File: config.mk
export PLATFORM = sky130hd
export DESIGN_NAME = apb_master_bridge_n
export DESIGN_NICKNAME = d
export VERILOG_FILES = /design/src/rtl/apb_bridge_pkg.sv /design/src/rtl/apb_addr_decoder.sv /design/src/rtl/apb_master_bridge_n.sv
export SDC_FILE = /design/constraint.sdc
export NUM_CORES = 1
export LEC_CHECK = 0
export ABC_AREA = 1
export BUFFER_PORTS_ARGS = -buffer_cell sky130_fd_sc_hd__clkbuf_2
export CAP_MARGIN = 10
export CORE_MARGIN = 2
export CORE_UTILIZATION = 45
export CTS_CLUSTER_SIZE = 16
export DETAILED_ROUTE_END_ITERATION = 8
export PLACE_DENSITY = 0.75
export SLEW_MARGIN = 10
export SYNTH_ARGS = -nofsm -noshare
export SYNTH_HDL_FRONTEND = slang
export SYNTH_SLANG_ARGS = --single-unit
File: constraint.sdc
create_clock -name PCLK -period 1.7 [get_ports PCLK]
set_clock_uncertainty 0.1 [all_clocks]
set_input_delay 0.34 -clock PCLK [delete_from_list [all_inputs] [get_ports PCLK]]
set_output_delay 0.34 -clock PCLK [all_outputs]
set_load 0.05 [all_outputs]
File: src/rtl/apb_bridge_pkg.sv
`default_nettype none
// ============================================================================
//  Module   : apb_bridge_pkg
//  Purpose  : Shared types, constants and helpers for the APB master bridge.
//  Revision : 1.0 - initial release
// ============================================================================
package apb_bridge_pkg;

    // Bridge transaction phases
    typedef enum logic [1:0] {
        ST_IDLE   = 2'd0,
        ST_SETUP  = 2'd1,
        ST_ACCESS = 2'd2
    } apb_state_e;

    // READ_WRITE / pwrite encoding for a write transfer
    localparam logic RW_WRITE = 1'b1;

    // Width of the slave-select field; a single slave still needs one bit
    function automatic int sel_w(input int n);
        return (n > 1) ? $clog2(n) : 1;
    endfunction

endpackage
`default_nettype wire

File: src/rtl/apb_addr_decoder.sv
`default_nettype none
// ============================================================================
//  Module   : apb_addr_decoder
//  Purpose  : Turns the slave-select field of an address into a one-hot PSEL
//             vector; an index with no slave behind it raises decode_err.
//  Revision : 1.0 - initial release
// ============================================================================
module apb_addr_decoder
    import apb_bridge_pkg::*;
#(
    parameter int NUM_SLAVES = 2,
    parameter int SEL_W      = sel_w(NUM_SLAVES)
) (
    input  logic [SEL_W-1:0]      slave_idx,
    output logic [NUM_SLAVES-1:0] psel,
    output logic                  decode_err
);

    // One-hot select; indices at or above NUM_SLAVES leave every bit clear
    always_comb begin
        psel = '0;
        for (int i = 0; i < NUM_SLAVES; i++) begin
            if (slave_idx == SEL_W'(i)) begin
                psel[i] = 1'b1;
            end
        end
    end

    assign decode_err = ~|psel;

endmodule
`default_nettype wire

File: src/rtl/apb_master_bridge_n.sv
`default_nettype none
// ============================================================================
//  Module   : apb_master_bridge_n
//  Purpose  : APB master bridge towards NUM_SLAVES slaves. Converts user
//             requests into SETUP/ACCESS transfers with per-slave wait states,
//             back-to-back issue, an ACCESS timeout watchdog and decode-error
//             reporting. All outputs are registered.
//  Revision : 1.0 - initial release
// ============================================================================
module apb_master_bridge_n
    import apb_bridge_pkg::*;
#(
    parameter int ADDR_WIDTH = 9,
    parameter int DATA_WIDTH = 8,
    parameter int NUM_SLAVES = 2,
    parameter int SEL_W      = sel_w(NUM_SLAVES),
    parameter int TIMEOUT    = 16
) (
    input  logic                             PCLK,
    input  logic                             PRESET,
    input  logic                             transfer,
    input  logic                             READ_WRITE,
    input  logic [ADDR_WIDTH-1:0]            apb_write_paddr,
    input  logic [ADDR_WIDTH-1:0]            apb_read_paddr,
    input  logic [DATA_WIDTH-1:0]            apb_write_data,
    output logic [DATA_WIDTH-1:0]            apb_read_data_out,
    output logic                             PSLVERR,
    output logic                             xfer_done,
    output logic                             busy,
    output logic [NUM_SLAVES-1:0]            m_psel,
    output logic                             m_penable,
    output logic                             m_pwrite,
    output logic [ADDR_WIDTH-1:0]            m_paddr,
    output logic [DATA_WIDTH-1:0]            m_pwdata,
    input  logic [NUM_SLAVES*DATA_WIDTH-1:0] m_prdata,
    input  logic [NUM_SLAVES-1:0]            m_pready,
    input  logic [NUM_SLAVES-1:0]            m_pslverr
);

    localparam int               CNT_W      = $clog2(TIMEOUT);
    localparam logic [CNT_W-1:0] C_CNT_LAST = CNT_W'(TIMEOUT - 1);

    apb_state_e            r_state;
    logic [CNT_W-1:0]      r_wait_cnt;
    logic                  r_dec_err;

    logic [ADDR_WIDTH-1:0] w_req_addr;
    logic [NUM_SLAVES-1:0] w_req_psel;
    logic                  w_req_dec_err;
    logic                  w_sel_ready;
    logic                  w_sel_err;
    logic [DATA_WIDTH-1:0] w_sel_rdata;
    logic                  w_timeout;
    logic                  w_complete;
    logic                  w_err;
    logic                  w_capture;

    assign w_req_addr = (READ_WRITE == RW_WRITE) ? apb_write_paddr : apb_read_paddr;

    // The incoming request is decoded so PSEL is ready in the SETUP cycle
    apb_addr_decoder #(
        .NUM_SLAVES (NUM_SLAVES),
        .SEL_W      (SEL_W)
    ) u_addr_decoder (
        .slave_idx  (w_req_addr[ADDR_WIDTH-1 -: SEL_W]),
        .psel       (w_req_psel),
        .decode_err (w_req_dec_err)
    );

    // Pick the response of the selected slave; others are masked by PSEL
    always_comb begin
        w_sel_ready = 1'b0;
        w_sel_err   = 1'b0;
        w_sel_rdata = '0;
        for (int i = 0; i < NUM_SLAVES; i++) begin
            if (m_psel[i]) begin
                w_sel_ready = m_pready[i];
                w_sel_err   = m_pslverr[i];
                w_sel_rdata = m_prdata[i*DATA_WIDTH +: DATA_WIDTH];
            end
        end
    end

    // Timeout only fires on the last allowed cycle if the slave is still not ready
    assign w_timeout  = ~w_sel_ready & (r_wait_cnt == C_CNT_LAST);
    assign w_complete = w_sel_ready | r_dec_err | w_timeout;
    assign w_err      = w_sel_err | r_dec_err | w_timeout;
    assign w_capture  = transfer &
                        ((r_state == ST_IDLE) | ((r_state == ST_ACCESS) & w_complete));

    // Transfer sequencer, wait counter and all registered outputs
    always_ff @(posedge PCLK) begin
        if (PRESET) begin
            r_state           <= ST_IDLE;
            r_wait_cnt        <= '0;
            r_dec_err         <= 1'b0;
            m_psel            <= '0;
            m_penable         <= 1'b0;
            m_pwrite          <= 1'b0;
            m_paddr           <= '0;
            m_pwdata          <= '0;
            apb_read_data_out <= '0;
            PSLVERR           <= 1'b0;
            xfer_done         <= 1'b0;
            busy              <= 1'b0;
        end else begin
            xfer_done <= 1'b0;
            PSLVERR   <= 1'b0;

            case (r_state)
                ST_IDLE: begin
                    if (transfer) begin
                        r_state <= ST_SETUP;
                        busy    <= 1'b1;
                    end
                end

                ST_SETUP: begin
                    r_state    <= ST_ACCESS;
                    m_penable  <= 1'b1;
                    r_wait_cnt <= '0;
                end

                ST_ACCESS: begin
                    if (w_complete) begin
                        xfer_done <= 1'b1;
                        PSLVERR   <= w_err;
                        m_penable <= 1'b0;
                        if (m_pwrite != RW_WRITE) begin
                            apb_read_data_out <= w_err ? '0 : w_sel_rdata;
                        end
                        if (transfer) begin
                            r_state <= ST_SETUP;
                        end else begin
                            r_state <= ST_IDLE;
                            busy    <= 1'b0;
                            m_psel  <= '0;
                        end
                    end else if (r_wait_cnt != C_CNT_LAST) begin
                        r_wait_cnt <= r_wait_cnt + 1'b1;
                    end
                end

                default: begin
                    r_state   <= ST_IDLE;
                    busy      <= 1'b0;
                    m_psel    <= '0;
                    m_penable <= 1'b0;
                end
            endcase

            // Holding registers double as the APB address/control/data outputs
            if (w_capture) begin
                m_psel    <= w_req_psel;
                r_dec_err <= w_req_dec_err;
                m_paddr   <= w_req_addr;
                m_pwrite  <= READ_WRITE;
                m_pwdata  <= apb_write_data;
            end
        end
    end

endmodule
`default_nettype wire

After elaboration in Yosys (flattened, before gate mapping)
Index checks and enable logic that the tools add are counted.
{ "classes": {"multipliers": 0, "shift": 0, "n_div": 0, "bitwise": 14, "order_cmp": 0, "addsub": 1, "muxes": 28, "n_reduce_logical": 13, "eq_ne": 12} }
{ "op_table": {"columns": ["cell", "count"], "rows": [
  ["$mux W8", 3],
  ["$mux W1", 12],
  ["$mux W2", 5],
  ["$mux W9", 1],
  ["$reduce_and A3 Y1", 3],
  ["$mux W4", 2],
  ["$ne A2 B2 Y1 const B", 4],
  ["$pmux W4 S2", 1],
  ["$ne A3 B3 Y1 const B", 2],
  ["$not A1 Y1", 6],
  ["$pmux W1 S3", 2],
  ["$pmux W2 S3", 1],
  ["$reduce_or A2 Y1", 3],
  ["$or A1 B1 Y1", 5],
  ["$add A4 B1 Y4 const B", 1],
  ["$eq A4 B4 Y1 const B", 1],
  ["$ne A2 B1 Y1 const B", 2],
  ["$ne A4 B4 Y1 const B", 1],
  ["$pmux W2 S2", 1],
  ["$reduce_and A2 Y1", 2],
  ["$reduce_and A4 Y1", 1],
  ["$and A1 B1 Y1", 3],
  ["$reduce_or A3 Y1", 1],
  ["$eq A2 B1 Y1 const B", 1],
  ["4 further kinds", 4]
]} }
{ "totals": {"regBits": 39, "in_bits": 50, "mem_count": 0, "mem_bits_ro": 0, "latchBits": 0, "output_inout_bits": 32, "ramBits": 0, "word_cells": 80} }

Depth between registers and ports, before layout
Gate-level depths: netlist of run 1.
{ "depth": {"depth_word": 10, "ltp_mapped": 9, "ltp_nobuf": 8} }

Cells and area by module
A second synthesis of run 1 with hierarchy kept.
{ "hier_totals": {"hier_cells": 264, "hier_area_um2": 1916.8} }
{ "modules_own_cells": {"columns": ["mod", "area_per_inst_um2", "cells_per_inst", "instances", "seq_area_each_um2"], "rows": [
  ["apb_master_bridge_n", 1894.3, 260, 1, 780.7],
  ["apb_addr_decoder", 22.5, 4, 1, 0.0]
]} }

Worst setup path before layout of run 1
OpenSTA, ideal clock, no wires.
{ "synth_path": {"path_type": "register to register", "startpoint": "register m_psel[1]", "endpoint": "register m_paddr[8]", "arrival_ns": 1.505, "path_slack_ns": -0.018, "stages_incl_launch_ff": 9, "synth_period_minus_slack_ns": 1.718, "t_required_ns": 1.487, "setup_time_ns": 0.113, "n_path_buf": 1, "cell_sequence": "dfxtp_1 -> nand2_1 -> nand2_2 -> nand3_4 -> nand2_4 -> inv_6 -> buf_12 -> nor2_1 -> nor2_1"} }
{ "synth_between": {"elab_chain_cells": 7, "word_cells_on_any_way": 8, "cone_classes": "mux: 1; bitwise: 7"} }
{ "synth_rtl": {"columns": ["item", "line", "rtl"], "rows": [
  ["from (decl)", "apb_master_bridge_n.sv:30", "output logic [NUM_SLAVES-1:0] m_psel,"],
  ["from (signal assigned)", "apb_master_bridge_n.sv:154", "m_psel <= w_req_psel;"],
  ["$mux W1 *", "apb_master_bridge_n.sv:76", "if (m_psel[i]) begin"],
  ["$not A1 Y1", "apb_master_bridge_n.sv:85", "assign w_timeout = ~w_sel_ready & (r_wait_cnt == C_CNT_LAST);"],
  ["$and A1 B1 Y1", "apb_master_bridge_n.sv:85", null],
  ["$or A1 B1 Y1 *", "apb_master_bridge_n.sv:86", "assign w_complete = w_sel_ready | r_dec_err | w_timeout;"],
  ["$and A1 B1 Y1 *", "apb_master_bridge_n.sv:89", "((r_state == ST_IDLE) | ((r_state == ST_ACCESS) & w_complete));"],
  ["$or A1 B1 Y1 *", "apb_master_bridge_n.sv:89", null],
  ["$and A1 B1 Y1 *", "apb_master_bridge_n.sv:88", "assign w_capture = transfer &"],
  ["to (signal assigned)", "apb_master_bridge_n.sv:156", "m_paddr <= w_req_addr;"],
  ["to (decl)", "apb_master_bridge_n.sv:33", "output logic [ADDR_WIDTH-1:0] m_paddr,"]
]} }
Every way passes the cells marked *; elsewhere a longest branch is shown, timed or not.
A chain may end at the register's enable or synchronous reset.

Worst setup path after layout of run 1
{ "layout_path": {"startpoint": "register r_wait_cnt[1]", "endpoint": "register apb_read_data_out[2]"} }
{ "layout_between": {"elab_chain_cells": 4, "word_cells_on_any_way": 6, "cone_classes": "eq/ne: 1; mux: 1; bitwise: 3; reduce/logical: 1"} }
{ "layout_rtl": {"columns": ["item", "line", "rtl"], "rows": [
  ["from (decl)", "apb_master_bridge_n.sv:44", "logic [CNT_W-1:0] r_wait_cnt;"],
  ["from (signal assigned)", "apb_master_bridge_n.sv:140", "r_wait_cnt <= r_wait_cnt + 1'b1;"],
  ["$eq A4 B4 Y1 *", "apb_master_bridge_n.sv:85", null],
  ["$and A1 B1 Y1 *", "apb_master_bridge_n.sv:85", null],
  ["$or A1 B1 Y1, on equally long branches", "apb_master_bridge_n.sv:86, apb_master_bridge_n.sv:87", null],
  ["$reduce_and A3 Y1 (no line) / $mux W8 (equally long branches)", null, null],
  ["to (signal assigned)", "apb_master_bridge_n.sv:130", "apb_read_data_out <= w_err ? '0 : w_sel_rdata;"],
  ["to (decl)", "apb_master_bridge_n.sv:26", "output logic [DATA_WIDTH-1:0] apb_read_data_out,"]
]} }
Marks and branches as above.

==> results of run 1 <==
area by class of cell:
| cell class | count | area (um^2) | area share |
|---|---|---|---|
| multi-input combinational | 189 | 902.1 | 0.3868 |
| sequential | 38 | 764.5 | 0.3278 |
| inverter | 15 | 68.82 | 0.02951 |
| tap | 48 | 60.06 | 0.02575 |
| timing repair buffer | 84 | 427.9 | 0.1835 |
| clock inverter | 3 | 40.04 | 0.01717 |
| clock buffer | 5 | 68.82 | 0.02951 |
logic make-up (layout without fill, tap and decap cells):
family,Yosys count,in the layout,share of synthesized area
AO/OA/AOI/OAI,47,47,0.1448
AND/OR/NAND/NOR,141,141,0.3506
flip-flops,38,38,0.4315
adder cells (fa/ha/maj),1,1,0.007096
buffers and inverters,22,107,0.06600
metal layers:
| layer | vias to the layer above | share of wire | track usage |
|---|---|---|---|
| li1 | 961 | - | - |
| met1 | 777 | 0.44 | 0.2144 |
| met5 | - | 0 | 0 |
| met2 | 60 | 0.48 | 0.3513 |
| met3 | 2 | 0.075 | 0.05405 |
| met4 | 0 | 0.0041 | 0.05357 |
power breakdown:
group | leakage, nW | internal [mW] | total [mW] | switching, mW
combinational | 0.792 | 0.157 | 0.510 | 0.353
sequential | 0.312 | 0.946 | 0.996 | 0.0500
clock | 0.0579 | 0.432 | 0.733 | 0.301
total | 1.16 | 1.53 | 2.24 | 0.704
Yosys cell counts, types with 2 or more instances:
library cell / count / share of area
a21boi_0: 8 / 0.034
clkbuf_1: 2 / 0.0043
inv_2: 4 / 0.0085
a21oi_1: 16 / 0.045
nor2_4: 2 / 0.013
nand2_1: 67 / 0.14
inv_1: 9 / 0.019
o21ai_0: 22 / 0.062
nor2_1: 47 / 0.10
dfxtp_1: 38 / 0.43
nand3_1: 8 / 0.023
nor2_2: 9 / 0.032
nand2_2: 2 / 0.0071
worst max-delay path, cell delays in order, from the launching register on:
cell     delay [ns]
dfxtp_1        0.37
ha_1           0.21
nand3_2        0.14
nand3_2        0.13
nand2_1        0.11
nor2_4         0.22
nand2_1        0.08
a21oi_1        0.13
flip-flops by register name, indices dropped and copies added (netlist names):
name	count
m_paddr	9
apb_read_data_out	8
m_pwdata	8
r_wait_cnt	4
m_psel	2
r_state	2
PSLVERR	1
busy	1
m_penable	1
m_pwrite	1
xfer_done	1
final timing paths:
kind / from / to / slack (ns)
setup / recovery: r_wait_cnt[1] / apb_read_data_out[2] / 0.14
hold / removal: apb_write_data[3] / m_pwdata[3] / 0.21
setup reg to reg: r_wait_cnt[1] / apb_read_data_out[2] / 0.14
hold reg to reg: apb_read_data_out[4] / apb_read_data_out[4] / 0.37
per-stage QoR:
| stage | util | worst slack, ns | total power [mW] |
|---|---|---|---|
| after floorplan | - | 0.05184 | 1.386 |
| after global placement | 0.5912 | 0.1386 | 1.515 |
| after detailed placement | 0.5912 | 0.1097 | 1.522 |
| after CTS | 0.6205 | 0.09937 | 2.252 |
| after global routing | 0.6276 | 0.008573 | 2.359 |
| final | 0.6276 | 0.1372 | 2.238 |
placed cells by master, fill, tap and decap left out:
| master | synthesis | final |
|---|---|---|
| clkinv_1 | 1 | 1 |
| inv_1 | 9 | 9 |
| nor2_4 | 2 | 2 |
| nand2_8 | 0 | 1 |
| nand2_2 | 2 | 2 |
| clkinv_8 | 0 | 1 |
| nand3b_1 | 1 | 1 |
| dfxtp_1 | 38 | 37 |
| nor2_2 | 9 | 10 |
| nand3_1 | 8 | 7 |
| dfxtp_4 | 0 | 1 |
| nor2_1 | 47 | 46 |
| inv_2 | 4 | 4 |
| bufinv_16 | 0 | 1 |
| a21oi_1 | 16 | 16 |
| clkinv_2 | 0 | 2 |
| nand2_1 | 67 | 67 |
| or2_2 | 1 | 1 |
| o21ai_0 | 22 | 22 |
| nand3_4 | 1 | 1 |
| buf_4 | 1 | 3 |
| clkbuf_8 | 0 | 5 |
| o21ai_1 | 1 | 1 |
| nand3_2 | 1 | 2 |
| and2_1 | 1 | 1 |
| clkbuf_2 | 0 | 81 |
| a21boi_0 | 8 | 8 |
| ha_1 | 1 | 1 |
==> metrics, run 1 <==
fillers=372; number of synthesis warnings=0; fin crit period=1.563 ns; P_leak=1.163 nW; reg2reg path depth=7; RSZ-0062 raised after global routing=no; FMAX=639.9 MHz; Seq/Total Area, Yosys=0.4315; Power Dens Cells=959.8 nW/um^2; Synth Flop Type=dfxtp_1; Mapped Area=1763 um^2; Pre-antenna DRT Iters=4; Root Driver=clkbuf_8; PortBufs=81; Die X-Extent=66.59 um; Post-synth ARST share=0; Ant. Diodes=0; WHS=0.2072 ns; Syn Nets=300; vias per inst=4.712; WL final=4.106 mm; cell row count=22; routed vias=1800; Placed Area=2197 um^2; first-pass GRT wire length=6.596 mm; H-tree depth=2; Cells after Synth=249; DRC viols=0; Worst setup SP type=register; DIE AREA=4434 um^2; Crit Path Max Fanout=8; Post-synth EDFFs=0; Peak VDD IR=0.0005363 V; endpoints failing setup=0; area grow syn2layout=32.29%; Initial DRC Count=109; Cells after DPL=374; largest net degree at the start of global routing=20; DR WL/cell=10.75 um; Max-Cap Viols=0; GPL Wtd Cong=0.8329; vias in the first global route=1606; layout cells sized above 1=0.3503; DIE HEIGHT=66.59 um; clk slew on worst S/H paths=0.07 ns; Core ar.=3716 um^2; clk sink count=38; period utilization=0.9193; Synth Register Bits=38; starting density of the core=0.4744; synth unique cells=28; WHS Path Cells=3; Final ANT Viol Nets=0; CTS max path bufs=2; status=completed; post-CTS sizing=0; nets=384; fin cells=382; Num CTS Buffers=5; Worst Path Arrival=1.67 ns; max-slew violation count=0; cts hold-fix bufs=0; Post-Syn Area per Cell=7.080 um^2; HP Class=in -> reg; post-DP HPWL=3.114 mm; crit end category=register; post-route cell area=2332 um^2; Final Hold Fails=0; relative slew slack=0.7745; Setup Buffers After CTS=0; grt total ovfl=0; initial antenna violation count=0; Worst-Margin Slew=0.3378 ns; CTS tree=yes; Worst Setup Path Type=reg -> reg; Fin Setup TNS=0 ns; CP Data Required Time=1.81 ns; worst skew pair latency=0.28 ns; I/O pin total=82; Tot GR Track Use=0.1917
Note: power is estimated with default switching activity, not from simulation.
==> run 2: changes to the inputs <==
--- a/config.mk
+++ b/config.mk
@@ -5,11 +5,10 @@
 export SDC_FILE = /design/constraint.sdc
 export NUM_CORES = 1
 export LEC_CHECK = 0
-export ABC_AREA = 1
+export ABC_AREA = 0
 export BUFFER_PORTS_ARGS = -buffer_cell sky130_fd_sc_hd__clkbuf_2
 export CAP_MARGIN = 10
-export CORE_MARGIN = 2
-export CORE_UTILIZATION = 45
+export CORE_UTILIZATION = 44
 export CTS_CLUSTER_SIZE = 16
 export DETAILED_ROUTE_END_ITERATION = 8
 export PLACE_DENSITY = 0.75
==> metrics, run 2 <==
Ant. Diodes=0; Synth top cells by count=dfxtp_1 (38), nor2_1 (20), mux2i_1 (18); CP Data Required Time=1.85 ns; vias in the first global route=1169; post-synth top area cell=dfxtp_1; Max-Cap Viols=0; Tot GR Track Use=0.1794; Final ANT Viol Nets=0; vias per inst=5.051; fin cells=297; slowest cell delay on critical path=0.38 ns; GRT busiest layer=met2; Power Dens Cells=897.9 nW/um^2; top flop regs=m_paddr (9), apb_read_data_out (8), m_pwdata (8); Worst Setup Path Type=reg -> reg; relative slew slack=0.6551; layout cells sized above 1=0.4462; FMAX=590.9 MHz; clk slew on worst S/H paths=0.11 ns; CTS max path bufs=2; Reg area=770.7 um^2; Reg with most FFs=m_paddr; synth unique cells=33; Cells after DPL=287; P_leak=1.031 nW; cell-internal power=1.416 mW; Root Driver=clkbuf_4; GR Util met3=0.07453; Peak VDD IR=0.0005498 V; Synth Flop Type=dfxtp_1; PortBufs=81; Syn Nets=212; nets=301; DR WL/cell=12.31 um; initial antenna violation count=0; RSZ-0062 raised after global routing=yes; GPL Wtd Cong=0.7739; clk sink count=38; final worst slack=0.007618 ns; grt total ovfl=0; Num CTS Buffers=5; number of synthesis warnings=0; DIE AREA=3841 um^2; HP Class=in -> reg; endpoints failing setup=0; Die X-Extent=61.98 um; switching part of the total=0.3063; Pre-antenna DRT Iters=4; Design Power=2.041 mW; worst skew pair latency=0.34 ns; Clock power frac=0.281; Worst-Margin Slew=0.5163 ns; Initial DRC Count=32; most common cell after layout, fill and taps aside=clkbuf_2; max-slew violation count=0; routed vias=1500; H-tree depth=2; area grow syn2layout=43.64%; CP Cell Sequence=ha_2 -> nand3_2 -> a41oi_4 -> clkbuf_16 -> mux2i_1 -> nor2_1; Crit Path Max Fanout=7; Multi-input gate area=814.5 um^2; M2 GR Usage=0.2979; Post-synth ARST share=0; cts hold-fix bufs=0; WL final=3.656 mm; post-route cell area=2273 um^2; Core ar.=3390 um^2; Cells after Synth=161; commonest non-fill, non-tap cells in the layout=clkbuf_2 (80), dfxtp_1 (34), nor2_1 (19); starting density of the core=0.4670; Mapped Area=1583 um^2; most numerous cell in the Yosys netlist=dfxtp_1; I/O pin total=82; Synth Register Bits=38; DIE HEIGHT=61.98 um; first-pass GRT wire length=4.864 mm; Final Hold Fails=0; Yosys top cell area share=0.4806; fillers=293; final core occ=0.6707; synth top area cells=dfxtp_1 (48%), mux2i_1 (11%), nor2_1 (4.7%), o2bb2ai_1 (4.4%), a211oi_1 (3.8%); met1 Use GR=0.2023; sequential power share=0.479; Post-synth EDFFs=0; Post-Syn Area per Cell=9.831 um^2; dpl ws=-0.06967 ns; post-DP HPWL=2.652 mm; status=completed; max reg flops=9; Placed Area=2090 um^2; period utilization=0.9955; CTS tree=yes; switching power=0.6253 mW; Worst path slowest cell=dfxtp_1; cell row count=21; fin crit period=1.692 ns; Worst Path Arrival=1.84 ns; crit end category=register; Seq/Total Area, Yosys=0.4806; Comb pwr share=0.240; Worst setup SP type=register; largest net degree at the start of global routing=30; DRC viols=0
[run 2: final cells by class]
type | count | area share
multi-input cells | 110 | 0.3583
inverters | 2 | 0.003302
repair buffers | 93 | 0.2389
well taps | 46 | 0.02532
clock buffers | 8 | 0.03522
flip-flops and latches | 38 | 0.3390
[run 2: through the flow]
stage               hold WS (ns)  TNS, ns
floorplan                 0.3605        0
global route              0.1233  -0.3751
CTS                       0.1152        0
finish                    0.1282        0
detailed placement        0.3509  -0.4681
global placement          0.3467  -0.1435
[run 2: worst paths after layout]
| path | end | start | slack [ns] | depth (start not counted) |
|---|---|---|---|---|
| setup reg to reg | m_pwdata[2] | r_wait_cnt[1] | 0.008 | 6 |
| setup / recovery | m_pwdata[2] | r_wait_cnt[1] | 0.008 | 6 |
| hold reg to reg | apb_read_data_out[6] | apb_read_data_out[6] | 0.37 | 1 |
| hold / removal | m_pwdata[0] | apb_write_data[0] | 0.13 | 3 |
[run 2: timing repair]
action,CTS,global route
setup buffers,0,0
gates resized for setup,1,12
pin swaps,0,2
endpoints found under the setup margin,8,25
cloned,0,2
endpoints found under the hold margin,0,0
[run 2: power groups by stage]
stage	combinational [mW]	sequential, mW	clock (mW)
after global routing	0.528	0.986	0.635
after detailed placement	0.456	0.994	0
after CTS	0.459	0.975	0.594
after global placement	0.454	0.994	0
after floorplan	0.161	1.14	0
final	0.490	0.978	0.573
[run 2: cell families after synthesis]
group	count (synthesis)	share of synthesized area
AO/OA/AOI/OAI	44	0.2103
adder cells (fa/ha/maj)	1	0.007904
buffers and inverters	13	0.03715
flip-flops	38	0.4806
multiplexers	18	0.1138
AND/OR/NAND/NOR	47	0.1502
[run 2: routing by layer]
| metal | routed length (um) | up-vias |
|---|---|---|
| li1 | - | 785 |
| met1 | 1604 | 641 |
| met2 | 1719 | 69 |
| met3 | 283 | 5 |
| met4 | 48 | 0 |
| met5 | 0 | - |
[run 2: worst max-delay path, delay by kind of cell (launching register included)]
kind            cells  cell delay, ns
flops               1            0.38
mux                 1            0.21
compound gates      1            0.31
simple gates        2            0.16
buf+inv             1            0.23
fa+ha+maj           1            0.22
==> run 3: changes to the inputs <==
--- a/config.mk
+++ b/config.mk
@@ -11,7 +11,8 @@
 export CORE_UTILIZATION = 44
 export CTS_CLUSTER_SIZE = 16
 export DETAILED_ROUTE_END_ITERATION = 8
-export PLACE_DENSITY = 0.75
+export PLACE_DENSITY_LB_ADDON = 0.08
+export RECOVER_POWER = 100
 export SLEW_MARGIN = 10
 export SYNTH_ARGS = -nofsm -noshare
 export SYNTH_HDL_FRONTEND = slang
==> metrics, run 3 (same netlist as run 2, synthesis figures left out) <==
uppermost layer routed=met4; Cells after DPL=288; Worst Setup Path Type=reg -> reg; vias per inst=5.237; crit end category=register; max reg flops=9; Worst Path Arrival=1.78 ns; clk slew on worst S/H paths=0.11 ns; first-pass GRT wire length=6.113 mm; area grow syn2layout=44.11%; Crit Path Max Fanout=8; nets=303; largest net degree at the start of global routing=17; cts hold-fix bufs=0; DIE HEIGHT=61.98 um; Final Hold Fails=0; met3 wire length=223 um; CTS tree=yes; Worst setup SP type=register; grt total ovfl=0; vias in the first global route=1407; fillers=294; Max-Cap Viols=0; Core ar.=3390 um^2; layout cells sized above 1=0.4466; Pre-antenna DRT Iters=4; PortBufs=81; post-route cell area=2281 um^2; Num CTS Buffers=5; GPL Wtd Cong=0.7549; CP Data Required Time=1.83 ns; CTS max path bufs=2; cell row count=21; H-tree depth=2; Initial DRC Count=92; endpoints failing setup=0; Multi-input gate area=809.5 um^2; fin crit period=1.652 ns; most common cell after layout, fill and taps aside=clkbuf_2; relative slew slack=0.6415; Worst-Margin Slew=0.5367 ns; Reg with most FFs=m_paddr; HP Class=in -> reg; status=completed; met2 WL=2.059 mm; starting density of the core=0.4670; final core occ=0.6729; commonest non-fill, non-tap cells in the layout=clkbuf_2 (81), dfxtp_1 (34), nor2_1 (19); DR WL/cell=13.59 um; top flop regs=m_paddr (9), apb_read_data_out (8), m_pwdata (8); Die X-Extent=61.98 um; Power Dens Cells=868.2 nW/um^2; Root Driver=clkbuf_4; I/O pin total=82; max-slew violation count=0; FMAX=605.5 MHz; Reg area=773.2 um^2; post-DP HPWL=2.924 mm; clk sink count=38; DIE AREA=3841 um^2; period utilization=0.9715; Final ANT Viol Nets=0; Post-Route M1 WL=1.712 mm; DRC viols=0; routed vias=1566; Placed Area=2097 um^2; WHS=0.1321 ns; fin cells=299; WL final=4.063 mm; Ant. Diodes=0; Tot GR Track Use=0.2202; P_leak=1.034 nW; initial antenna violation count=0; Design Power=1.980 mW; Peak VDD IR=0.0006077 V; worst skew pair latency=0.34 ns
run 3: cell types whose count changed in the layout (fill, tap and decap cells not counted), sizes merged:
cell,delta
clkinv,+1
clkbuf,-1
buf,+2
run 3: where the power goes:
group	switching, mW	internal [mW]
Sequential	0.0360	0.940
Combinational	0.313	0.198
Clock	0.294	0.201
run 3: final cells by class:
cell class	count	share of cell area
inverter	2	0.003291
sequential	38	0.3390
clock inverter	1	0.002194
clock buffer	7	0.02414
timing repair buffer	95	0.2512
tap	46	0.02523
multi-input combinational	110	0.3549
run 3: path summary, 6_finish.rpt:
| check | startpoint | to | slack, ns | cells past startpoint |
|---|---|---|---|---|
| setup / recovery | m_psel[0] | apb_read_data_out[7] | 0.05 | 6 |
| hold / removal | apb_write_data[1] | m_pwdata[1] | 0.13 | 3 |
| setup reg to reg | m_psel[0] | apb_read_data_out[7] | 0.05 | 6 |
| hold reg to reg | apb_read_data_out[0] | apb_read_data_out[0] | 0.37 | 1 |
run 3: through the flow:
step	setup WS [ns]	TNS [ns]
after floorplan	0.04776	0
after global placement	-0.007173	-0.03851
after detailed placement	-0.07804	-0.5407
after CTS	-0.01546	-0.03669
after global routing	-0.02256	-0.1748
final	0.04850	0
run 3: worst max-delay path, stage by stage (launching register included):
cell       delay [ns]
dfxtp_4          0.36
buf_4            0.11
nand3b_1         0.14
buf_4            0.20
a311oi_1         0.32
nor2_2           0.15
o2bb2ai_1        0.16
run 3: timing repair:
action / CTS / global route
gates cloned: 1 / 1
resized for setup: 5 / 7
endpoints found under the setup margin: 23 / 27
pin swaps: 1 / 1
buffers inserted: 0 / 1
hold endpoints to repair: 0 / 0
run 3: per-layer routing:
| metal | vias up | track usage |
|---|---|---|
| met3 | 9 | 0.04348 |
| li1 | 783 | - |
| met4 | 0 | 0.08889 |
| met5 | - | 0 |
| met2 | 58 | 0.3982 |
| met1 | 716 | 0.2522 |
